File: config.mk
export PLATFORM = sky130hd
export DESIGN_NAME = cdb_arb
export DESIGN_NICKNAME = d
export VERILOG_FILES = /design/src/rtl/sys_defs.sv /design/src/rtl/cdb_arb_rr_picker.sv /design/src/rtl/cdb_arb.sv
export SDC_FILE = /design/constraint.sdc
export NUM_CORES = 1
export LEC_CHECK = 0
export ABC_AREA = 1
export CAP_MARGIN = 20
export CELL_PAD_IN_SITES_DETAIL_PLACEMENT = 2
export CELL_PAD_IN_SITES_GLOBAL_PLACEMENT = 2
export CORE_MARGIN = 10
export CORE_UTILIZATION = 19
export DETAILED_ROUTE_END_ITERATION = 10
export PLACE_DENSITY = 0.93
export SYNTH_ARGS = -nofsm -noshare
export SYNTH_HDL_FRONTEND = slang
export SYNTH_SLANG_ARGS = --single-unit
export TNS_END_PERCENT = 20
File: constraint.sdc
create_clock -name clock -period 3.23 [get_ports clock]
set_clock_uncertainty 0.1 [all_clocks]
set_input_delay 0.646 -clock clock [delete_from_list [all_inputs] [get_ports clock]]
set_output_delay 0.646 -clock clock [all_outputs]
set_load 0.01 [all_outputs]
File: src/rtl/sys_defs.sv
// Shared machine-wide constants and the common data bus packet.
package sys_defs;
  localparam int NUM_FU = 4;
  localparam int XLEN   = 32;
  localparam int TAG_W  = 5;

  typedef struct packed {
    logic             valid;
    logic [TAG_W-1:0] tag;
    logic [XLEN-1:0]  value;
  } cdb_pkt_t;
endpackage

File: src/rtl/cdb_arb_rr_picker.sv
// Round-robin picker: first requester found scanning ptr, ptr+1, ... mod N.
module rr_picker #(
  parameter int N  = 4,
  parameter int PW = 2
) (
  input  logic [N-1:0]  req,
  input  logic [PW-1:0] ptr,
  output logic [N-1:0]  gnt,
  output logic [PW-1:0] win
);
  logic [PW:0]   sum;
  logic [PW-1:0] idx;

  // Scan from the far end so the offset closest to ptr overwrites last.
  always_comb begin
    gnt = '0;
    win = '0;
    sum = '0;
    idx = '0;
    for (int off = N-1; off >= 0; off--) begin
      sum = {1'b0, ptr} + (PW+1)'(off);
      if (sum >= (PW+1)'(N)) sum = sum - (PW+1)'(N);
      idx = sum[PW-1:0];
      if (req[idx]) begin
        gnt      = '0;
        gnt[idx] = 1'b1;
        win      = idx;
      end
    end
  end
endmodule

File: src/rtl/cdb_arb.sv
// CDB arbiter: round-robin grant among FUs, one registered broadcast per cycle.
module cdb_arb
  import sys_defs::cdb_pkt_t;
#(
  parameter int NUM_FU = sys_defs::NUM_FU,
  parameter int XLEN   = sys_defs::XLEN,
  parameter int TAG_W  = sys_defs::TAG_W
) (
  input  logic                          clock,
  input  logic                          reset,
  input  logic                          squash,
  input  logic [NUM_FU-1:0]             fu_done,
  input  logic [NUM_FU-1:0][TAG_W-1:0]  fu_tag,
  input  logic [NUM_FU-1:0][XLEN-1:0]   fu_result,
  output logic [NUM_FU-1:0]             fu_ack,
  output logic                          cdb_valid,
  output logic [TAG_W-1:0]              cdb_tag,
  output logic [XLEN-1:0]               cdb_value
);
  localparam int PTR_W = (NUM_FU > 1) ? $clog2(NUM_FU) : 1;

  logic [PTR_W-1:0]  ptr_q, ptr_d;
  cdb_pkt_t          pkt_q, pkt_d;
  logic [NUM_FU-1:0] req_eff, gnt;
  logic [PTR_W-1:0]  win;

  // Reset and squash both mask requests so no ack leaks out.
  assign req_eff = (reset && !squash) ? fu_done : '0;

  rr_picker #(.N(NUM_FU), .PW(PTR_W)) u_pick (
    .req (req_eff),
    .ptr (ptr_q),
    .gnt (gnt),
    .win (win)
  );

  always_comb begin
    ptr_d       = ptr_q;
    pkt_d       = pkt_q;
    pkt_d.valid = 1'b0;
    if (|gnt) begin
      ptr_d       = (win == PTR_W'(NUM_FU-1)) ? '0 : win + 1'b1;
      pkt_d.valid = 1'b1;
      pkt_d.tag   = fu_tag[win];
      pkt_d.value = fu_result[win];
    end
  end

  always_ff @(posedge clock) begin
    if (!reset) begin
      ptr_q <= '0;
      pkt_q <= '0;
    end else begin
      ptr_q <= ptr_d;
      pkt_q <= pkt_d;
    end
  end

  assign fu_ack    = gnt;
  assign cdb_valid = pkt_q.valid;
  assign cdb_tag   = pkt_q.tag;
  assign cdb_value = pkt_q.value;
endmodule
==> results of run 1 <==
[cells by family (layout without fill, tap and decap cells)]
logic type / count (synthesis) / in the layout / synth area share [%]
xor+xnor: 1 / 1 / 0.217
fa+ha+maj: 8 / 8 / 2.49
flops: 40 / 40 / 19.9
simple gates: 490 / 490 / 54.8
buf+inv: 214 / 394 / 22.1
compound gates: 3 / 3 / 0.466
[registers in the layout (all words and copies together) (netlist names)]
name,flops
cdb_value,32
cdb_tag,5
ptr_q,2
cdb_valid,1
[synth_stat cells (2+ instances only)]
cell        n
nand3_2     3
nand3b_1   38
buf_6       5
or2_1       4
nor2_1     83
dfxtp_1    40
inv_2       3
buf_4       5
inv_1     165
nand3_1   133
clkbuf_1   10
o21ai_0     2
nand2_1   219
buf_2      26
nand2_2     4
ha_1        8
nand4_1     4
[final timing paths]
kind         slack (ns)  depth (start not counted)           from       endpoint
max                0.07                         11         squash      fu_ack[0]
max reg2reg        0.56                         15       ptr_q[1]   cdb_value[4]
min                0.42                          4  cdb_value[26]  cdb_value[26]
min reg2reg        0.42                          4  cdb_value[26]  cdb_value[26]
[final cells by class]
type	instances	area, um^2	area share, %
clock buffer	8	146	2.24
timing repair buffer	217	2210	33.8
sequential	40	802	12.3
timing repair inverter	1	7.51	0.115
multi-input combinational	502	2390	36.6
tap	275	344	5.27
inverter	168	633	9.69
[critical path, cell delays in order]
cell and delay, ns:
clkdlybuf4s50_1 0.44, inv_4 0.11, nand3_1 0.10, nand2_1 0.12, nand3_2 0.11, nand2_4 0.12, clkinvlp_4 0.11, or2_1 0.22
nand2_1 0.10, inv_1 0.04, dlygate4sd2_1 0.28
[report_power, final]
part / internal, mW / switching (mW) / total, mW
registers: 0.744 / 0.115 / 0.859
logic: 2.57 / 4.16 / 6.73
clock network: 0.309 / 0.218 / 0.527
total: 3.62 / 4.49 / 8.12
[what timing repair did]
action,in CTS,in global routing
cloned,0,1
buffers inserted,0,1
pin swaps,2,4
endpoints found under the setup margin,4,4
gates resized for setup,6,9
[routing by layer]
layer / up-vias / global-route usage (%)
met5: - / 0
met4: 2 / 3.75
met3: 16 / 4.34
met2: 130 / 25.6
met1: 2474 / 15.6
li1: 2606 / -
==> key figures, run 1 <==
Finish
  • Final core utilization: between 30% and 40%
  • Final nets: between 1000 and 1500
  • Final Cell Area: ~6500 um^2
  • Commonest non-fill, non-tap cells in the layout: 215 x nand2_1, 191 x clkdlybuf4s50_1, 164 x inv_1, 131 x nand3_1, 83 x nor2_1
  • Area delta synth->final: 62.2%
  • # diodes: 0
  • Proportion of layout cells with a drive suffix above 1: approximately 5.3%
  • Most common cell after layout, fill and taps aside: nand2_1
  • # fillers: approximately 2600
  • Post-Layout Cell Count: 1211

Clocking
  • Htree depth: 2
  • Max clock buf depth: 2
  • Clock root cell: clkbuf_16
  • Clock sink total: 40
  • CTS tree: yes
  • Num CTS Buffers: 5
  • Clock Latency Late Sink: approximately 0.29 ns
  • Clk slew on worst S/H paths: roughly 0.060 ns
  • Cts hold-fix bufs: 0

STA
  • Tcrit/Tclk final: between 90% and 100%
  • Slew @ Worst Pin: 0.509 ns
  • Min Tclk post-route: 3.16 ns
  • Final Max Slew Viols: 0
  • TNS Setup: 0 ns
  • Hold Fails Final Rpt: 0
  • Final setup fails: 0
  • Fmax: 0.317 GHz
  • Slew HR: between 60% and 70%
  • Hold_ws: 0.421 ns
  • Final worst slack: roughly 0.073 ns
  • RSZ-0062 raised after global routing: yes

Status
  • Outcome: finished clean

Floorplanning
  • Starting density of the core: between 15 and 20%
  • Ports: roughly 200
  • Number of cell rows: 53
  • Die Width: approximately 170 um
  • Die ar.: around 27000 um^2
  • Core area: about 21000 um^2
  • Y dimension of the die: between 150 and 200 um

Yosys
  • Syn_area_per_cell: 5.33 um^2
  • Share of the synthesized area in the top cell type: between 20% and 30%
  • Synth Flop Type: dfxtp_1
  • Synth warn: 0
  • Number of flops mapped to enable cells by yosys: 0
  • Largest area contributor in the synthesized netlist: nand2_1
  • Asr flop ratio synth: 0%
  • #FFs+latches synth: 40
  • Sequential fraction of the synthesis area: approximately a fifth
  • Netlist cell types: 21
  • Synth Net Count: 919
  • Synth Instances: about 760
  • Area contributors post-synth: nand2_1 20%, dfxtp_1 20%, nand3_1 17%
  • Area of the mapped netlist: between 4000 and 5000 um^2

Setup path
  • Crit Path Class: input pin to output port
  • WP data arrival: 2.41 ns
  • Startpoint types: input pin
  • Critical Path Fanout Max: 8
  • CP endpoint kind: output port
  • Critical Path RT: about 2.5 ns

Global routing
  • First-pass GRT wire length: about 31000 um
  • Largest net degree at the start of global routing: 50
  • Total grt overflow: 0
  • Number of global-route vias before repair: slightly below 6000
  • Initial antenna violation count: 1
  • Total GRT Usage: around 14%

Power and ir drop
  • Final Power: a little over 8 mW
  • Worst vdd ir: 0.583 mV
  • PwrDens: 1240 nW/um^2
  • Leak pwr: 3.32 nW

Detailed routing
  • Top sig layer: met5
  • DR WL met2: ~9800 um
  • Via/cell ratio: between 4 and 5
  • Metal-1 WL: a little over 8000 um
  • Post-route DRC: 0
  • Iteration-0 DRC Markers: approximately 200
  • WL/cell: approximately 16 um
  • DRT antenna net count: 0
  • Metal3 WL: ~1600 um
  • DRT Pass-1 Iters: 4
  • Via count: between 5000 and 6000
  • Wirelength, routed: 19900 um

Placed design
  • IO buf count: 196
  • Placed cell area: between 6000 and 7000 um^2
  • Final Wtd Congestion: 0.833
  • Hpwl dp: 15600 um
  • Post-place setup slack: -0.221 ns
  • Placed cell count: between 1000 and 1500

Flow run
  • Max-cap violations: 0

Worst hold path
  • Worst hold-check path type: register to register
Note: power is estimated with default switching activity, not from simulation.
==> run 2: changes to the inputs <==
--- a/config.mk
+++ b/config.mk
@@ -6,6 +6,7 @@
 export NUM_CORES = 1
 export LEC_CHECK = 0
 export ABC_AREA = 1
+export ABC_CLOCK_PERIOD_IN_PS = 3230
 export CAP_MARGIN = 20
 export CELL_PAD_IN_SITES_DETAIL_PLACEMENT = 2
 export CELL_PAD_IN_SITES_GLOBAL_PLACEMENT = 2
==> results of run 2 <==
Same layout as run 1: the final DEF is identical, and so are final timing and power.
==> edit: new RTL, settings of run 1 <==
Reset style: asynchronous (`reset`), changed in one clocked block.
--- a/src/rtl/cdb_arb.sv
+++ b/src/rtl/cdb_arb.sv
@@ -46,7 +46,7 @@
     end
   end
 
-  always_ff @(posedge clock) begin
+  always_ff @(posedge clock or negedge reset) begin
     if (!reset) begin
       ptr_q <= '0;
       pkt_q <= '0;
Function: differs if reset is asserted again (counterexample within 4 cycles, from zero or initial values and one cycle with reset low); with reset held inactive, the same outputs for 10 cycles.
==> edit against run 1 <==
Routed wire length rose by 3.6%; final cell count decreased by 2.0%; sequential share of layout area grew 3.1 points; setup slack got worse by 7.6 ps; final area fell by 0.46%; via count down 2.0%; area after synthesis about the same; sequential cell count unchanged; first-iteration DRC count fell by 9.0%; combinational power increased by 11%; power is 11% higher; critical path type unchanged; critical endpoint is now fu_ack[3]; largest cell class is now non-clock buffers; highest routed layer unchanged.
==> edit: results (changes against run 1) <==
- Status: completed
- DR iter-0 viols: 183 (-9.0%)
- First-pass GRT wire length: 33200 µm (+6.6%)
- HPWL after DPL: 16100 µm (+3.4%)
- Fraction of registers with async set/reset: 100% (+100 points)
- Buffers on Ports: 196 (unchanged)
- Wirelength, routed: 20600 µm (+3.6%)
- Clock slew at the register clock pins of the worst setup and hold paths: 60 ps (about the same)
- Synth top area cells: nand2_1 (25%), dfrtp_1 (25%), nand3_1 (22%), inv_1 (16%), buf_2 (2.6%)
- Max reg flops: 32 (unchanged)
- Clock Path Buffers: 2 (unchanged)
- Clk Latency, worst-skew pair: 290 ps (about the same)
- Number of global-route vias before repair: 5966 (+1.5%)
- Syn nets: 888 (-3.4%)
- Worst-margin pin slew: 593 ps (+84.0 ps)
- Ys flop type: dfrtp_1
- Critical Path AT: 2420 ps
- Adder-cell share of the synthesized area: 2.48% (about the same)
- Via density: 4.32 (about the same)
- Share of cells above drive strength 1: 5.70% (+0.36 points)
- Sequential area share after synthesis: 24.8% (+5.0 points)
- CTS Buf Count: 5 (unchanged)
- Hold Path Class: flip-flop to flip-flop
- Antenna violations before repair: 1 (unchanged)
- Yosys cell types: 19 (-9.5%)
- Total Routing Usage GR: 14.8% (+0.67 points)
- ANT cells: 0 (unchanged)
- Mux cell area share after synthesis: 0% (unchanged)
- Compound-Gate Fraction of Synth Area: 0.124% (-0.34 points)
- Total number of H-tree levels: 2 (unchanged)
- Post-synth EDFFs: 0 (unchanged)
- Synth cell count leaders: nand2_1 (268), nand3_1 (175), inv_1 (169)
- Final Wtd Congestion: 0.793 (-4.8%)
- Clk root buf: clkbuf_16
- Crit-path max FO: 6 (-2)
- Placed cell areas: 6300 µm² (-0.55%)
- Pleak: 3.62 nW (+8.8%)
- Nets: 1074 (-2.2%)
- Reg2reg path depth: 17 (+2)
- Largest net degree at the start of global routing: 49 (-2.0%)
- Max IR drop VDD: 597 µV (+2.4%)
- Min-Delay Path Depth: 2 (-2)
- YS warnings: 0 (unchanged)
- Final Hold Fails: 0 (unchanged)
- Synth Area in XOR/XNOR: 0.217% (about the same)
- DRT Pass-1 Iters: 4 (unchanged)
==> edit: worst paths after layout <==
kind                                            from                         to  slack (ps)
max                                           squash                  fu_ack[3]          70
min reg2reg                cdb_value[25]$_DFFE_PN0P_  cdb_value[25]$_DFFE_PN0P_         380
min in group asynchronous                      reset   cdb_value[8]$_DFFE_PN0P_         470
max in group asynchronous                      reset  cdb_value[24]$_DFFE_PN0P_        2150
min                        cdb_value[25]$_DFFE_PN0P_  cdb_value[25]$_DFFE_PN0P_         380
max reg2reg                     ptr_q[0]$_DFFE_PN0P_       ptr_q[0]$_DFFE_PN0P_         500
==> edit: layout make-up <==
cell class                 count  area, µm²
clock buffer                   8        146
fill                        2560      14500
inverter                     173        652
multi-input combinational    471       2150
sequential                    40       1000
tap                          275        344
timing repair buffer         220       2210
==> edit: stage by stage <==
stage	util, %	instances	setup TNS [ps]	power (mW)	setup WS, ps
final	31.0	1187	0	8.99	65.8
after global placement	30.1	1176	-300	8.25	-80.7
after global routing	31.0	1187	-272	10.2	-107
after detailed placement	30.1	1176	-884	8.64	-256
after floorplan	-	725	0	5.87	793
after CTS	30.9	1185	-139	9.24	-139
==> edit: cells by family after synthesis <==
group | count (synthesis)
XOR/XNOR | 1
flip-flops | 40
AND/OR/NAND/NOR | 461
buffers and inverters | 214
AO/OA/AOI/OAI | 1
adder cells (fa/ha/maj) | 8
==> edit: report_power, final <==
group | switching, mW | internal (mW) | total (mW)
clock network | 0.209 | 0.309 | 0.518
registers | 0.144 | 0.867 | 1.01
logic | 4.71 | 2.75 | 7.46
total | 5.06 | 3.93 | 8.99
==> edit: critical path, stage by stage <==
cell,delay [ps]
clkdlybuf4s50_1,440
inv_2,110
nand3_1,120
nand2_2,140
nand3_1,110
nand2_2,120
buf_4,140
nand3_1,80
nand3_1,110
nand2_1,80
inv_1,50
dlygate4sd2_1,260
==> edit: timing repair <==
| action | CTS | global route |
|---|---|---|
| buffers inserted | 1 | 2 |
| setup endpoints to repair | 4 | 4 |
| gates resized for setup | 10 | 3 |
| hold endpoints to repair | 0 | 0 |
| pin swaps | 1 | 2 |
==> edit: routing by layer <==
metal,vias up,track usage (%),wire [µm],share of wire (%)
li1,2519,-,-,-
met1,2497,16.5,8580,42
met2,94,28.0,10900,53
met3,11,3.45,893,4.3
met4,2,2.58,180,0.87
met5,-,0,9,0.044
